--- src/rtl/bridge_pkg.sv ---
// bridge_pkg: state encoding, AXI response codes and byte-address helper shared by the burst bridge
package bridge_pkg;
   typedef enum logic [2:0] {IDLE, AR, R, AW, W, B, DONE} state_t;
   localparam logic [1:0] RESP_OKAY = 2'b00;
   localparam logic [1:0] RESP_SLVERR = 2'b10;
   function automatic logic [63:0] addr_calc(input logic [63:0] base, input logic [63:0] idx, input logic [63:0] bytes);
      return base + idx * bytes;
   endfunction
endpackage

--- src/rtl/axi_wskid.sv ---
// axi_wskid: one-entry pipeline buffer with valid/ready on both sides
module axi_wskid #(
   parameter int DW = 64
) (
   input  logic          clk,
   input  logic          rst,
   input  logic          s_valid,
   output logic          s_ready,
   input  logic [DW-1:0] s_data,
   output logic          m_valid,
   input  logic          m_ready,
   output logic [DW-1:0] m_data
);
   logic full;
   logic [DW-1:0] data;
   assign s_ready = !full || m_ready;
   assign m_valid = full;
   assign m_data = data;
   always_ff @(posedge clk) begin
      if (rst) begin
         full <= 1'b0;
         data <= '0;
      end else if (s_valid && s_ready) begin
         full <= 1'b1;
         data <= s_data;
      end else if (m_ready) begin
         full <= 1'b0;
      end
   end
endmodule

--- src/rtl/axi_burst_bridge.sv ---
// axi_burst_bridge: turns client read/write requests into AXI4 bursts with RESP/RLAST error reporting
module axi_burst_bridge
   import bridge_pkg::*;
#(
   parameter int DATA_W = 64,
   parameter int ADDR_W = 32,
   parameter int IDX_W = 8,
   parameter logic [ADDR_W-1:0] BASE_ADDR = 'h0001_0000,
   parameter int MAX_LEN = 8,
   parameter int LEN_W = $clog2(MAX_LEN)
) (
   input  logic              clk,
   input  logic              rst,
   input  logic              C_in_valid,
   output logic              C_in_ready,
   input  logic              C_r_wb,
   input  logic [IDX_W-1:0]  C_addr,
   input  logic [LEN_W-1:0]  C_len,
   input  logic              C_wd_valid,
   output logic              C_wd_ready,
   input  logic [DATA_W-1:0] C_data_w,
   output logic              C_out_valid,
   output logic [DATA_W-1:0] C_data_r,
   output logic              C_last,
   output logic              C_err,
   output logic              AR_VALID,
   input  logic              AR_READY,
   output logic [ADDR_W-1:0] AR_ADDR,
   output logic [7:0]        AR_LEN,
   input  logic              R_VALID,
   output logic              R_READY,
   input  logic [DATA_W-1:0] R_DATA,
   input  logic [1:0]        R_RESP,
   input  logic              R_LAST,
   output logic              AW_VALID,
   input  logic              AW_READY,
   output logic [ADDR_W-1:0] AW_ADDR,
   output logic [7:0]        AW_LEN,
   output logic              W_VALID,
   input  logic              W_READY,
   output logic [DATA_W-1:0] W_DATA,
   output logic              W_LAST,
   input  logic              B_VALID,
   output logic              B_READY,
   input  logic [1:0]        B_RESP
);
   localparam int BYTES = DATA_W / 8;
   state_t st, nx;
   logic r_wb, err, acc, rh, wh, bh, at_last, w_open, err_n, sk_ready, sk_full;
   logic [LEN_W-1:0] len_q;
   logic [LEN_W:0] cnt, wacc;
   logic [ADDR_W-1:0] addr_q;
   logic [DATA_W-1:0] sk_data;
   assign acc = C_in_valid && st == IDLE;
   assign rh = R_VALID && st == R;
   assign wh = sk_full && W_READY;
   assign bh = B_VALID && st == B;
   assign at_last = cnt == {1'b0, len_q};
   assign w_open = st == W && wacc <= {1'b0, len_q};
   // a beat whose RLAST disagrees with the expected position taints the whole burst
   assign err_n = err || |(R_RESP & RESP_SLVERR) || (R_LAST != at_last);
   axi_wskid #(.DW(DATA_W)) u_wskid (
      .clk(clk), .rst(rst),
      .s_valid(C_wd_valid && w_open), .s_ready(sk_ready), .s_data(C_data_w),
      .m_valid(sk_full), .m_ready(W_READY), .m_data(sk_data)
   );
   always_ff @(posedge clk) st <= rst ? IDLE : nx;
   always_comb begin
      C_in_ready = st == IDLE;
      AR_VALID = st == AR;
      AW_VALID = st == AW;
      R_READY = st == R;
      B_READY = st == B;
      AR_ADDR = (st != IDLE && r_wb) ? addr_q : '0;
      AW_ADDR = (st != IDLE && !r_wb) ? addr_q : '0;
      AR_LEN = (st != IDLE && r_wb) ? 8'(len_q) : '0;
      AW_LEN = (st != IDLE && !r_wb) ? 8'(len_q) : '0;
      W_VALID = sk_full;
      W_DATA = sk_full ? sk_data : '0;
      W_LAST = sk_full && at_last;
      C_wd_ready = w_open && sk_ready;
      nx = st;
      case (st)
         IDLE: nx = C_in_valid ? (C_r_wb ? AR : AW) : IDLE;
         AR: nx = AR_READY ? R : AR;
         R: nx = (R_VALID && at_last) ? DONE : R;
         AW: nx = AW_READY ? W : AW;
         W: nx = (wh && at_last) ? B : W;
         B: nx = B_VALID ? DONE : B;
         default: nx = IDLE;
      endcase
   end
   always_ff @(posedge clk) begin
      if (rst) begin
         r_wb <= 1'b0;
         len_q <= '0;
         addr_q <= '0;
         cnt <= '0;
         wacc <= '0;
         err <= 1'b0;
         C_out_valid <= 1'b0;
         C_data_r <= '0;
         C_last <= 1'b0;
         C_err <= 1'b0;
      end else begin
         C_out_valid <= rh || bh;
         C_data_r <= rh ? R_DATA : '0;
         C_last <= (rh && at_last) || bh;
         C_err <= (rh && at_last) ? err_n : (bh && B_RESP[1]);
         if (acc) begin
            r_wb <= C_r_wb;
            len_q <= C_len;
            addr_q <= ADDR_W'(addr_calc(64'(BASE_ADDR), 64'(C_addr), 64'(BYTES)));
            cnt <= '0;
            wacc <= '0;
            err <= 1'b0;
         end
         if (rh || wh) cnt <= cnt + 1'b1;
         if (rh) err <= err_n;
         if (C_wd_valid && C_wd_ready) wacc <= wacc + 1'b1;
      end
   end
endmodule

--- config.mk ---
export PLATFORM = sky130hd
export DESIGN_NAME = axi_burst_bridge
export DESIGN_NICKNAME = d
export VERILOG_FILES = /design/src/rtl/bridge_pkg.sv /design/src/rtl/axi_wskid.sv /design/src/rtl/axi_burst_bridge.sv
export SDC_FILE = /design/constraint.sdc
export NUM_CORES = 1
export LEC_CHECK = 0
export BUFFER_PORTS_ARGS = -buffer_cell sky130_fd_sc_hd__buf_2
export CORE_AREA = 2 2 146 148
export CTS_BUF_LIST = sky130_fd_sc_hd__clkbuf_16
export DETAILED_ROUTE_END_ITERATION = 16
export DIE_AREA = 0 0 148 150
export GPL_ROUTABILITY_DRIVEN = 0
export PLACE_DENSITY_LB_ADDON = 0.1
export RECOVER_POWER = 100
export SYNTH_ARGS = -nofsm -noshare
export SYNTH_HDL_FRONTEND = slang
export SYNTH_HIERARCHICAL = 1
export SYNTH_SLANG_ARGS = --single-unit
--- constraint.sdc ---
create_clock -name clk -period 4.49 [get_ports clk]
set_clock_uncertainty 0.05 [all_clocks]
set_input_delay 0.898 -clock clk [delete_from_list [all_inputs] [get_ports clk]]
set_output_delay 0.898 -clock clk [all_outputs]
set_load 0.1 [all_outputs]
==> impl_metrics.env, run 1 <==
export IMPL_drive_gt1_frac=0.2531
export IMPL_clk_path_buf_depth=2
export IMPL_synth_edf_count=0
export IMPL_initial_core_util=0.3367
export IMPL_min_period_ns=3.723
export IMPL_numPortBuffers=314
export IMPL_p_seq_frac=0.387
export IMPL_cts_resized=0
export IMPL_intPower_uw=2496
export IMPL_leakagePower_uw=0.003773
export IMPL_ys_warn_count=6
export IMPL_report_final_slew_viol_count=124
export IMPL_most_common_layout_cells="dfxtp_1, buf_2, clkbuf_1, and2_1, a21oi_1"
export IMPL_drt_pass1_iterations=5
export IMPL_pin_count=373
export IMPL_endpoint_kind="output pin"
export IMPL_final_area_um2=8859
export IMPL_crit_required_ns=3.54
export IMPL_fin_nets=1197
export IMPL_grt_pass1_vias=5375
export IMPL_synthFlopType="dfxtp_1"
export IMPL_grtUsageMet2=0.2715
export IMPL_p_clk_frac=0.396
export IMPL_outcome="finished with violations"
export IMPL_crit_slowest_cell="clkbuf_1"
export IMPL_r2r_setup_slack_ns=1.43
export IMPL_final_common_cell="dfxtp_1"
export IMPL_combPwrFrac=0.217
export IMPL_met1_usage=0.1909
export IMPL_violations="max-capacitance violations, max-slew violations"
export IMPL_core_area_um2=20690
export IMPL_wire_per_inst_um=14.00
export IMPL_tightest_slew_ns=2.772
export IMPL_grtUsageTotal=0.1604
export IMPL_crit_arrival_ns=2.77
export IMPL_syn_avg_cell_area_um2=9.153
export IMPL_row_count=53
export IMPL_routed_via_count=5843
export IMPL_setup_tns_ns=0
export IMPL_grt_max_degree=102
export IMPL_h_tree_depth=4
export IMPL_syn_inst=761
export IMPL_totalWireLength_mm=18.57
export IMPL_synth_seq_area_share=0.4512
export IMPL_die_w_um=148
export IMPL_setup_viol=0
export IMPL_cp_max_fo=15
export IMPL_power_switching_uw=1361
export IMPL_path_clk_slew_ns=0.07
export IMPL_fin_crit_sh=0.8291
export IMPL_grt_antenna_before_repair=2
export IMPL_dp_hpwl_mm=13.12
export IMPL_hp_class="reg2reg"
export IMPL_synthesis_area_um2=6965
export IMPL_drt_initial_drc_count=234
export IMPL_grt_pass1_wl_mm=28.26
export IMPL_grt_busiest_layer="met2"
export IMPL_post_cts_buffers=0
export IMPL_startpoint_type="register"
export IMPL_switching_share=0.3529
export IMPL_detail_route_antenna_nets=0
export IMPL_drc=0
export IMPL_insertion_delay_ns=0.41
export IMPL_die_area_um2=22200
export IMPL_rsz0062_at_grt="false"
export IMPL_cpPeakStageDelay_ns=0.88
export IMPL_place_area_um2=8423
export IMPL_vias_per_cell=4.403
export IMPL_cp_cell_sequence="nor3_4, nor2b_1, and2_1, clkbuf_1"
export IMPL_clock_sinks=157
export IMPL_die_h_um=150
export IMPL_maxSlewHeadroom=-0.8479
export IMPL_cts_root_buffer="clkbuf_16"
export IMPL_critical_path_class="reg2out"
export IMPL_cts_buffers_inserted=17
export IMPL_irDropWorstVdd_uv=245.9
export IMPL_synthDistinctLibCells=50
export IMPL_cts_tree="done"
export IMPL_area_growth_pct=27.18
export IMPL_synth_seq_cells=157
export IMPL_max_freq_mhz=268.6
export IMPL_finalHoldViolCount=0
export IMPL_power_density_nw_per_um2=435.3
export IMPL_maxCapViolations=2
export IMPL_postCtsHoldBufs=0
export IMPL_use_met3=0.06250
export IMPL_async_reset_ff_frac=0
export IMPL_fillers=2202
export IMPL_grt_ovfl_total=0
## flip-flops by register name, summed over array words and instances (netlist names)
| name | flops |
|---|---|
| C_last | 1 |
| addr_q | 9 |
| u_wskid/m_data | 64 |
| len_q | 3 |
| wacc | 4 |
| C_err | 1 |
| err | 1 |
| C_out_valid | 1 |
| st | 3 |
| u_wskid/m_valid | 1 |
| r_wb | 1 |
| C_data_r | 64 |
| cnt | 4 |
## path summary, 6_finish.rpt
kind / depth (start not counted) / startpoint / endpoint
setup reg to reg: 8 / len_q[1] / u_wskid/m_data[44]
hold / removal: 2 / addr_q[3] / addr_q[3]
hold reg to reg: 2 / addr_q[3] / addr_q[3]
setup / recovery: 4 / st[1] / AR_LEN[2]
## worst max-delay path: cells and delay by family, from the launching register on
| kind | cells | cell delay, ns |
|---|---|---|
| and+or+nand+nor | 3 | 0.84 |
| buffers and inverters | 1 | 0.88 |
| DFF | 1 | 0.63 |
## metrics by stage
| step | power, µW | std cells | hold slack, ns | utilization | setup slack, ns |
|---|---|---|---|---|---|
| global route | 4024 | 1326 | 0.4380 | 0.4280 | 0.5027 |
| finish | 3856 | 1327 | 0.4112 | 0.4282 | 0.7671 |
| floorplan | 2269 | 816 | 0.3901 | - | 0.4876 |
| CTS | 3932 | 1326 | 0.4154 | 0.4372 | 0.9586 |
| detailed placement | 2382 | 1294 | 0.4062 | 0.4071 | 1.444 |
| global placement | 2381 | 1294 | 0.4028 | 0.4071 | 1.438 |
## cells in the mapped netlist, types with 7 or more instances
cell,number,area (µm²)
buf_4,57,427.9
dfxtp_1,157,3143
inv_1,9,33.78
buf_6,7,78.83
nand2_1,38,142.6
a21bo_1,34,340.3
nor2_1,14,52.55
clkbuf_1,20,75.07
buf_2,23,115.1
nand3_1,68,340.3
a21oi_1,84,420.4
and2_1,153,957.2
a21bo_2,30,300.3
## metal layers
| metal | share of wire | vias up |
|---|---|---|
| met2 | 0.48 | 206 |
| li1 | - | 2972 |
| met4 | 0.0073 | 2 |
| met1 | 0.43 | 2650 |
| met3 | 0.082 | 13 |
| met5 | 0.00070 | - |
## cells by family (layout without fill, tap and decap cells)
group	after synthesis	after routing	synth area share
simple gates	296	296	0.2430
compound gates	169	169	0.1744
flops	157	157	0.4512
buf+inv	125	360	0.1108
fa+ha+maj	5	5	0.008981
xor+xnor	5	5	0.006288
mux	3	3	0.004670
other cells	1	57	0.0005384
## area by class of cell
type | instances | area, µm² | share of cell area
diodes | 1 | 2.502 | 0.0002825
flip-flops and latches | 157 | 3143 | 0.3548
clock inverters | 15 | 196.4 | 0.02218
inverters | 9 | 33.78 | 0.003814
multi-input cells | 534 | 3251 | 0.3669
repair buffers | 319 | 1463 | 0.1651
clock buffers | 17 | 425.4 | 0.04802
well taps | 275 | 344.1 | 0.03884
## power groups by stage
stage | Clock [µW] | Combinational, µW | Sequential, µW
3_3_place_gp | 0 | 857 | 1520
3_5_place_dp | 0 | 858 | 1520
6_report | 1530 | 835 | 1490
5_1_grt | 1640 | 883 | 1500
2_1_floorplan | 0 | 612 | 1660
4_1_cts | 1580 | 859 | 1490
No activity file was read; power rests on OpenSTA's default activity.
==> run 2, diff against run 1 <==
==> constraint.sdc (replaced) <==
create_clock -name clk -period 3.4 [get_ports clk]
set_clock_uncertainty 0.05 [all_clocks]
set_input_delay 0.68 -clock clk [delete_from_list [all_inputs] [get_ports clk]]
set_output_delay 0.68 -clock clk [all_outputs]
set_load 0.1 [all_outputs]
==> impl_metrics.env, run 2 (synthesized netlist as in run 1, its figures left out) <==
export IMPL_power_density_nw_per_um2=565.6
export IMPL_rsz0062_at_grt="false"
export IMPL_maxSlewHeadroom=0.1798
export IMPL_drt_initial_drc_count=213
export IMPL_grtUsageTotal=0.1530
export IMPL_fin_nets=1199
export IMPL_die_w_um=148
export IMPL_die_h_um=150
export IMPL_post_cts_buffers=0
export IMPL_cts_root_buffer="clkbuf_16"
export IMPL_clk_path_buf_depth=2
export IMPL_insertion_delay_ns=0.42
export IMPL_routed_via_count=5781
export IMPL_crit_start="len_q[2]"
export IMPL_grt_pass1_wl_mm=27.27
export IMPL_die_area_um2=22200
export IMPL_hp_class="in2reg"
export IMPL_postCtsHoldBufs=0
export IMPL_detail_route_antenna_nets=0
export IMPL_leakagePower_uw=0.003987
export IMPL_cpLargestDelayFamily="buffers and inverters"
export IMPL_critical_path_class="reg2out"
export IMPL_most_common_layout_cells="dfxtp_1, buf_2, and2_1, a21oi_1, clkbuf_2"
export IMPL_cp_max_fo=4
export IMPL_grt_antenna_before_repair=0
export IMPL_dp_slack_ns=0.7305
export IMPL_p_total_uw=5079
export IMPL_vias_per_cell=4.353
export IMPL_endpoint_kind="output pin"
export IMPL_tightest_slew_ns=1.236
export IMPL_setup_ws_ns=0.2067
export IMPL_cts_buffers_inserted=17
export IMPL_path_clk_slew_ns=0.07
export IMPL_cts_tree="done"
export IMPL_totalWireLength_mm=17.93
export IMPL_finalHoldViolCount=0
export IMPL_drt_pass1_iterations=4
export IMPL_setup_tns_ns=0
export IMPL_r2r_setup_slack_ns=0.44
export IMPL_max_freq_mhz=313.2
export IMPL_utilization=0.4340
export IMPL_dp_hpwl_mm=12.52
export IMPL_initial_core_util=0.3367
export IMPL_path_buf_inv=2
export IMPL_crit_slowest_cell="buf_2"
export IMPL_grt_max_degree=103
export IMPL_core_area_um2=20690
export IMPL_crit_required_ns=2.67
export IMPL_cts_resized=0
export IMPL_min_period_ns=3.193
export IMPL_pin_count=373
export IMPL_grt_ovfl_total=0
export IMPL_h_tree_depth=4
export IMPL_maxCapViolations=0
export IMPL_irDropWorstVdd_uv=298.3
export IMPL_drc=0
export IMPL_antenna_cells=0
export IMPL_cpPeakStageDelay_ns=0.47
export IMPL_reg2reg_from="len_q[2]"
export IMPL_grt_pass1_vias=5358
export IMPL_cp_cell_sequence="inv_1, ha_1, o21ai_0, nor2_1, nor4b_4, buf_2"
export IMPL_fin_crit_sh=0.9392
export IMPL_setup_viol=0
export IMPL_hp_start="R_DATA[26]"
export IMPL_drive_gt1_frac=0.3001
export IMPL_numPortBuffers=314
export IMPL_crit_arrival_ns=2.46
export IMPL_row_count=53
export IMPL_startpoint_type="register"
export IMPL_outcome="complete, no violations"
export IMPL_area_growth_pct=28.92
export IMPL_wire_per_inst_um=13.50
export IMPL_clock_sinks=157
export IMPL_report_final_slew_viol_count=0
run 2: area by class of cell:
type | count | area, µm²
Fill cell | 2187 | 11710
Multi-Input combinational cell | 534 | 3272
Sequential cell | 157 | 3144
Timing Repair Buffer | 321 | 1562
Clock buffer | 17 | 425.4
Tap cell | 275 | 344.1
Clock inverter | 15 | 198.9
Inverter | 9 | 33.78
run 2: path summary, 6_finish.rpt:
check / cells after the start / endpoint
hold / removal: 2 / C_data_r[26]
hold reg to reg: 2 / addr_q[8]
setup / recovery: 6 / C_wd_ready
setup reg to reg: 8 / u_wskid/m_data[62]
run 2: power breakdown:
group	switching [µW]	internal [µW]	total (µW)	leakage (µW)
Clock	864	1120	1990	0.000303
Sequential	55.1	1910	1970	0.00127
Combinational	910	211	1120	0.00241
run 2: through the flow:
step	std cells	hold WS [ns]	area [µm²]
after global placement	1296	0.4003	8492
after global routing	1328	0.3760	8980
final	1328	0.4014	8980
after floorplan	816	0.3901	7192
after detailed placement	1296	0.4053	8492
after CTS	1328	0.3787	9116
run 2: per-layer routing:
layer / routed length (µm) / GRT usage / up-vias
li1: - / - / 2981
met1: 7529 / 0.1815 / 2582
met2: 8807 / 0.2611 / 203
met3: 1396 / 0.05213 / 15
met4: 195 / 0.04810 / 0
met5: 0 / 0 / -
